### src/rtl/cpu_state_seq_if.sv
// cpu_state_seq_if: control inputs and stage strobes of the sequencer.
// master drives start/quit/stall/dmem status; slave is the sequencer.
interface cpu_state_seq_if;
  logic        cpu_start;
  logic        quit_cmd;
  logic        stall;
  logic        dmem_acc_ex;
  logic        dmem_ack;
  logic        cpu_stat_pc;
  logic        cpu_stat_if;
  logic        cpu_stat_rf;
  logic        cpu_stat_ex;
  logic        cpu_stat_dmem;
  logic        cpu_stat_wb;
  logic        cpu_running;
  logic        dmem_timeout;
  logic [31:0] retire_cnt;

  modport master (
    output cpu_start, quit_cmd, stall,
    output dmem_acc_ex, dmem_ack,
    input  cpu_stat_pc, cpu_stat_if,
    input  cpu_stat_rf, cpu_stat_ex,
    input  cpu_stat_dmem, cpu_stat_wb,
    input  cpu_running, dmem_timeout,
    input  retire_cnt
  );

  modport slave (
    input  cpu_start, quit_cmd, stall,
    input  dmem_acc_ex, dmem_ack,
    output cpu_stat_pc, cpu_stat_if,
    output cpu_stat_rf, cpu_stat_ex,
    output cpu_stat_dmem, cpu_stat_wb,
    output cpu_running, dmem_timeout,
    output retire_cnt
  );
endinterface

### src/rtl/cpu_state_seq.sv
// cpu_state_seq: multi-cycle PC->IF->RF->EX->DMEM->WB sequencer, RV32I core.
// Option CPU_STATE_SEQ_SKIP_DMEM_EN: non-memory instructions bypass DMEM.
module cpu_state_seq #(
  parameter int DMEM_TO_CYC = 16
) (
  input  logic           clk,
  input  logic           rst_n,
  cpu_state_seq_if.slave bus
);
  typedef enum logic [2:0] {
    S_IDLE, S_PC, S_IF, S_RF,
    S_EX, S_DMEM, S_WB
  } state_t;

  localparam logic [7:0] TO_LAST =
    8'(DMEM_TO_CYC - 1);

  state_t      state_q, state_d;
  logic        acc_q, acc_d;
  logic        ack_pend_q, ack_pend_d;
  logic [7:0]  to_cnt_q, to_cnt_d;
  logic        quit_pend_q, quit_pend_d;
  logic        timeout_q, timeout_d;
  logic [31:0] retire_q, retire_d;
  logic        ack_any;

  assign ack_any = bus.dmem_ack | ack_pend_q;

  always_ff @(posedge clk or negedge rst_n) begin
    if (!rst_n) begin
      state_q     <= S_IDLE;
      acc_q       <= 1'b0;
      ack_pend_q  <= 1'b0;
      to_cnt_q    <= '0;
      quit_pend_q <= 1'b0;
      timeout_q   <= 1'b0;
      retire_q    <= '0;
    end else begin
      state_q     <= state_d;
      acc_q       <= acc_d;
      ack_pend_q  <= ack_pend_d;
      to_cnt_q    <= to_cnt_d;
      quit_pend_q <= quit_pend_d;
      timeout_q   <= timeout_d;
      retire_q    <= retire_d;
    end
  end

  always_comb begin
    state_d     = state_q;
    acc_d       = acc_q;
    ack_pend_d  = ack_pend_q;
    to_cnt_d    = to_cnt_q;
    quit_pend_d = quit_pend_q;
    timeout_d   = 1'b0;
    retire_d    = retire_q;
    if (state_q != S_IDLE && bus.quit_cmd)
      quit_pend_d = 1'b1;
    if (state_q == S_IDLE) begin
      if (bus.cpu_start)
        state_d = S_PC;
    end else if (bus.stall) begin
      // an ack seen while frozen must not be lost
      if (state_q == S_DMEM && bus.dmem_ack)
        ack_pend_d = 1'b1;
    end else begin
      unique case (state_q)
        S_PC: state_d = S_IF;
        S_IF: state_d = S_RF;
        S_RF: state_d = S_EX;
        S_EX: begin
          acc_d      = bus.dmem_acc_ex;
          to_cnt_d   = '0;
          ack_pend_d = 1'b0;
`ifdef CPU_STATE_SEQ_SKIP_DMEM_EN
          state_d = bus.dmem_acc_ex ? S_DMEM
                                    : S_WB;
`else
          state_d = S_DMEM;
`endif
        end
        S_DMEM: begin
          if (!acc_q || ack_any) begin
            state_d    = S_WB;
            ack_pend_d = 1'b0;
          end else if (to_cnt_q == TO_LAST) begin
            state_d   = S_WB;
            timeout_d = 1'b1;
          end else begin
            to_cnt_d = to_cnt_q + 8'd1;
          end
        end
        S_WB: begin
          retire_d = retire_q + 32'd1;
          if (quit_pend_q) begin
            state_d     = S_IDLE;
            quit_pend_d = 1'b0;
          end else begin
            state_d = S_PC;
          end
        end
        default: state_d = S_IDLE;
      endcase
    end
  end

  assign bus.cpu_stat_pc   = state_q == S_PC;
  assign bus.cpu_stat_if   = state_q == S_IF;
  assign bus.cpu_stat_rf   = state_q == S_RF;
  assign bus.cpu_stat_ex   = state_q == S_EX;
  assign bus.cpu_stat_dmem = state_q == S_DMEM;
  assign bus.cpu_stat_wb   = state_q == S_WB;
  assign bus.cpu_running   = state_q != S_IDLE;
  assign bus.dmem_timeout  = timeout_q;
  assign bus.retire_cnt    = retire_q;
endmodule

### src/flat_wrapper.sv
// flat-port wrapper written by rule: the top's interface ports become plain ports
module cpu_state_seq_flat 
#(
  parameter int DMEM_TO_CYC = 16
)
  (clk, rst_n, bus_cpu_start, bus_quit_cmd, bus_stall, bus_dmem_acc_ex, bus_dmem_ack, bus_cpu_stat_pc, bus_cpu_stat_if, bus_cpu_stat_rf, bus_cpu_stat_ex, bus_cpu_stat_dmem, bus_cpu_stat_wb, bus_cpu_running, bus_dmem_timeout, bus_retire_cnt);
  cpu_state_seq_if bus_i ();
  input  logic clk;
  input  logic rst_n;
  input wire logic [$bits(bus_i.cpu_start)-1:0] bus_cpu_start;
  input wire logic [$bits(bus_i.quit_cmd)-1:0] bus_quit_cmd;
  input wire logic [$bits(bus_i.stall)-1:0] bus_stall;
  input wire logic [$bits(bus_i.dmem_acc_ex)-1:0] bus_dmem_acc_ex;
  input wire logic [$bits(bus_i.dmem_ack)-1:0] bus_dmem_ack;
  output wire logic [$bits(bus_i.cpu_stat_pc)-1:0] bus_cpu_stat_pc;
  output wire logic [$bits(bus_i.cpu_stat_if)-1:0] bus_cpu_stat_if;
  output wire logic [$bits(bus_i.cpu_stat_rf)-1:0] bus_cpu_stat_rf;
  output wire logic [$bits(bus_i.cpu_stat_ex)-1:0] bus_cpu_stat_ex;
  output wire logic [$bits(bus_i.cpu_stat_dmem)-1:0] bus_cpu_stat_dmem;
  output wire logic [$bits(bus_i.cpu_stat_wb)-1:0] bus_cpu_stat_wb;
  output wire logic [$bits(bus_i.cpu_running)-1:0] bus_cpu_running;
  output wire logic [$bits(bus_i.dmem_timeout)-1:0] bus_dmem_timeout;
  output wire logic [$bits(bus_i.retire_cnt)-1:0] bus_retire_cnt;
  assign bus_i.cpu_start = bus_cpu_start;
  assign bus_i.quit_cmd = bus_quit_cmd;
  assign bus_i.stall = bus_stall;
  assign bus_i.dmem_acc_ex = bus_dmem_acc_ex;
  assign bus_i.dmem_ack = bus_dmem_ack;
  assign bus_cpu_stat_pc = bus_i.cpu_stat_pc;
  assign bus_cpu_stat_if = bus_i.cpu_stat_if;
  assign bus_cpu_stat_rf = bus_i.cpu_stat_rf;
  assign bus_cpu_stat_ex = bus_i.cpu_stat_ex;
  assign bus_cpu_stat_dmem = bus_i.cpu_stat_dmem;
  assign bus_cpu_stat_wb = bus_i.cpu_stat_wb;
  assign bus_cpu_running = bus_i.cpu_running;
  assign bus_dmem_timeout = bus_i.dmem_timeout;
  assign bus_retire_cnt = bus_i.retire_cnt;
  cpu_state_seq #(.DMEM_TO_CYC(DMEM_TO_CYC)) u_core (.clk(clk), .rst_n(rst_n), .bus(bus_i));
endmodule
### config.mk
export PLATFORM = sky130hd
export DESIGN_NAME = cpu_state_seq_flat
export DESIGN_NICKNAME = d
export VERILOG_FILES = /design/src/rtl/cpu_state_seq_if.sv /design/src/rtl/cpu_state_seq.sv /design/src/flat_wrapper.sv
export SDC_FILE = /design/constraint.sdc
export NUM_CORES = 1
export LEC_CHECK = 0
export ABC_AREA = 0
export CAP_MARGIN = 30
export CORE_MARGIN = 2
export CORE_UTILIZATION = 38
export DETAILED_ROUTE_END_ITERATION = 8
export GPL_TIMING_DRIVEN = 0
export PLACE_DENSITY = 0.59
export SLEW_MARGIN = 20
export SYNTH_ARGS = -nofsm -noshare
export SYNTH_HDL_FRONTEND = slang
export SYNTH_SLANG_ARGS = --single-unit
### constraint.sdc
create_clock -name clk -period 3 [get_ports clk]
set_input_delay 0.6 -clock clk [delete_from_list [all_inputs] [get_ports clk]]
set_output_delay 0.6 -clock clk [all_outputs]
set_load 0.05 [all_outputs]
==> impl_metrics.json <==
{
  "cp-end-kind": "output port",
  "cts_resized": 0,
  "ys_seq_area_share_pct": 48.7,
  "status": "completed",
  "worst_slew_pin_slew_ns": 0.634,
  "power.total_uw": 1920,
  "antenna_found_initial": 0,
  "cts_max_path_buffers": 2,
  "place_hpwl_um": 3780,
  "rsz0062_at_grt": "false",
  "cp_top_family": "buffers and inverters",
  "rr_worst_depth": 4,
  "cp-start-kind": "flip-flop",
  "routed_wl_um": 5120,
  "cts_tree": "yes",
  "cp_max_fo": 10,
  "critPathBufInv": 2,
  "dr.pass1.iters": 4,
  "fp.dieH_um": 83.8,
  "syn-num-nets": 242,
  "synth_common_cells": "dfrtp_1 (47), xnor2_1 (29), nand3_1 (20)",
  "rrSetupSlack_ns": 1.18,
  "post-cts-setup-buffer-count": 0,
  "max_stage_delay_ns": 0.81,
  "leakagePower_uw": 0.00128,
  "globalplace.congestion": 0.746,
  "cts_root_buffer": "clkbuf_8",
  "avgRoutedWirePerCell_um": 14.1,
  "final_nets": 296,
  "start_util_pct": 38.7,
  "arrival_ns": 2.13,
  "yosysMostFrequentCell": "dfrtp_1",
  "hp-class": "in2async",
  "grt.overflow.total": 0,
  "r2r-end": "u_core.bus.retire_cnt[31]",
  "worst_slack_ns": 0.273,
  "finalInstanceArea_um2": 3100,
  "fin_crit_ns": 2.73,
  "dpl_cell_area_um2": 2990,
  "core-area_um2": 6240,
  "drv_cap": 0,
  "slew_headroom_pct": 57.4,
  "post-route-period-util_pct": 90.9,
  "slew_violations": 0,
  "htreeDepth": 2,
  "synth_cell_types": 37,
  "clk_latency_ns": 0.30,
  "viasPerCell": 5.21,
  "yosys.area.top_type": "dfrtp_1",
  "cp.required_ns": 2.40,
  "fin_skew_ns": 0.00798,
  "crit_cells": 4,
  "syn_to_final_growth_pct": 28.1,
  "num_antenna_cells": 0,
  "setup_viol": 0,
  "drtIter0Drc": 70,
  "drtAntennaViolNets": 0,
  "max_freq_ghz": 0.367,
  "grt_max_degree": 30,
  "crit_type": "reg2out",
  "synth_edf_count": 0,
  "ys_warn_count": 0,
  "finalHoldViolCount": 0,
  "vias": 1897,
  "port_buffers": 46,
  "syn_inst": 233,
  "peakVddDrop_mv": 0.484,
  "netlist_area_um2": 2420,
  "io_pins": 47,
  "drc": 0,
  "pre_cts_slack_ns": 0.499,
  "yosys-top-cells-area": "dfrtp_1 (49%), xnor2_1 (11%), nand4_1 (4.4%), nand3_1 (4.1%), nand2_1 (2.3%)",
  "die_w_um": 83.8,
  "path_cells": "clkbuf_1, nor2b_1, and2_1, clkdlybuf4s50_1",
  "critPathCapture": "bus_cpu_stat_rf",
  "cts_hold_buf": 0,
  "placementRows": 29,
  "powerDensity_nw_per_um2": 619,
  "r2r_start": "u_core.bus.retire_cnt[14]",
  "synth-seq-cells": 47,
  "drive_gt1_share_pct": 9.76,
  "die_area_um2": 7020,
  "yosysTopAreaCellShare_pct": 48.7,
  "cp_slowest_cell": "clkdlybuf4s50_1",
  "critPathLaunch": "u_core.state_q[2]",
  "grt_pass1_vias": 1905,
  "cts_buffers": 5,
  "grt_usage_pct": 15.5,
  "cts.clk_slew.worst_paths_ns": 0.09,
  "synthFlopType": "dfrtp_1",
  "grt_pass1_wl_um": 8890,
  "cts_num_sinks": 47,
  "avgSynthCellArea_um2": 10.4,
  "async_reset_ff_share_pct": 100
}
==> power by group <==
group,internal [µW],leakage [µW],switching (µW)
combinational,259,0.000592,424
clock,244,0.0000502,213
sequential,709,0.000639,67.3
total,1210,0.00128,704
==> stage by stage <==
step / utilization, % / TNS, ns / hold WS (ns) / std cells
finish: 49.6 / 0 / 0.230 / 364
floorplan: - / 0 / 0.304 / 233
detailed placement: 47.9 / 0 / 0.467 / 357
CTS: 49.6 / 0 / 0.239 / 364
global route: 49.6 / 0 / 0.244 / 364
global placement: 47.7 / -4.93 / 0.459 / 356
==> how the worst min path moves through the flow <==
stage | slack (ns) | end
after floorplan | 0.30 | u_core.acc_q
after global placement | 0.46 | u_core.bus.retire_cnt[31]
after detailed placement | 0.47 | u_core.bus.retire_cnt[31]
after CTS | 0.24 | u_core.bus.retire_cnt[21]
after global routing | 0.24 | u_core.bus.retire_cnt[17]
final | 0.23 | u_core.bus.retire_cnt[21]
==> cell type report <==
type | instances | area, µm²
tap | 77 | 96.3
clock buffer | 5 | 68.8
timing repair buffer | 47 | 475
sequential | 47 | 1180
multi-input combinational | 167 | 1150
clock inverter | 2 | 37.5
inverter | 10 | 37.5
buffer | 9 | 50.0
fill | 604 | 3150
==> cell usage in the layout, fill, tap and decap left out, types with 4 or more instances in the layout <==
cell and n:
and3_1 7, o21ai_0 5, nand3_1 20, clkbuf_8 5, mux2_2 4, xnor2_1 29
and2_1 6, dfrtp_1 47, nand4_1 17, buf_2 5, inv_1 10, clkdlybuf4s50_1 45
nor2_1 12, nor3_1 10, mux2i_1 5, nand2b_1 5, and4_1 4, nand2_1 15
==> sequential cells by signal, summed over array words and instances (netlist names) <==
| register | count |
|---|---|
| u_core.acc_q | 1 |
| u_core.bus.dmem_timeout | 1 |
| u_core.ack_pend_q | 1 |
| u_core.bus.retire_cnt | 32 |
| u_core.quit_pend_q | 1 |
| u_core.to_cnt_q | 8 |
| u_core.state_q | 3 |
==> worst reg2reg max path, stage by stage (launching register included) <==
cell and delay (ns):
dfrtp_1 0.46, nand4_2 0.22, nor4_2 0.64, nand4_1 0.23, xnor2_1 0.17
==> logic make-up after synthesis <==
logic type | synth area share [%]
and+or+nand+nor | 26.2
DFF | 48.7
xor gates and xnor gates | 11.6
buffers and inverters | 3.62
AOI/OAI and AO/OA | 4.97
muxes | 3.93
adders and majority gates | 1.04
==> routing by layer <==
metal	vias up	routed length, µm	GRT usage [%]
met2	38	2410	25.7
met5	-	0	0
li1	934	-	-
met3	8	196	3.17
met4	0	72	5.43
met1	917	2440	20.2
Note: power is estimated with default switching activity, not from simulation.
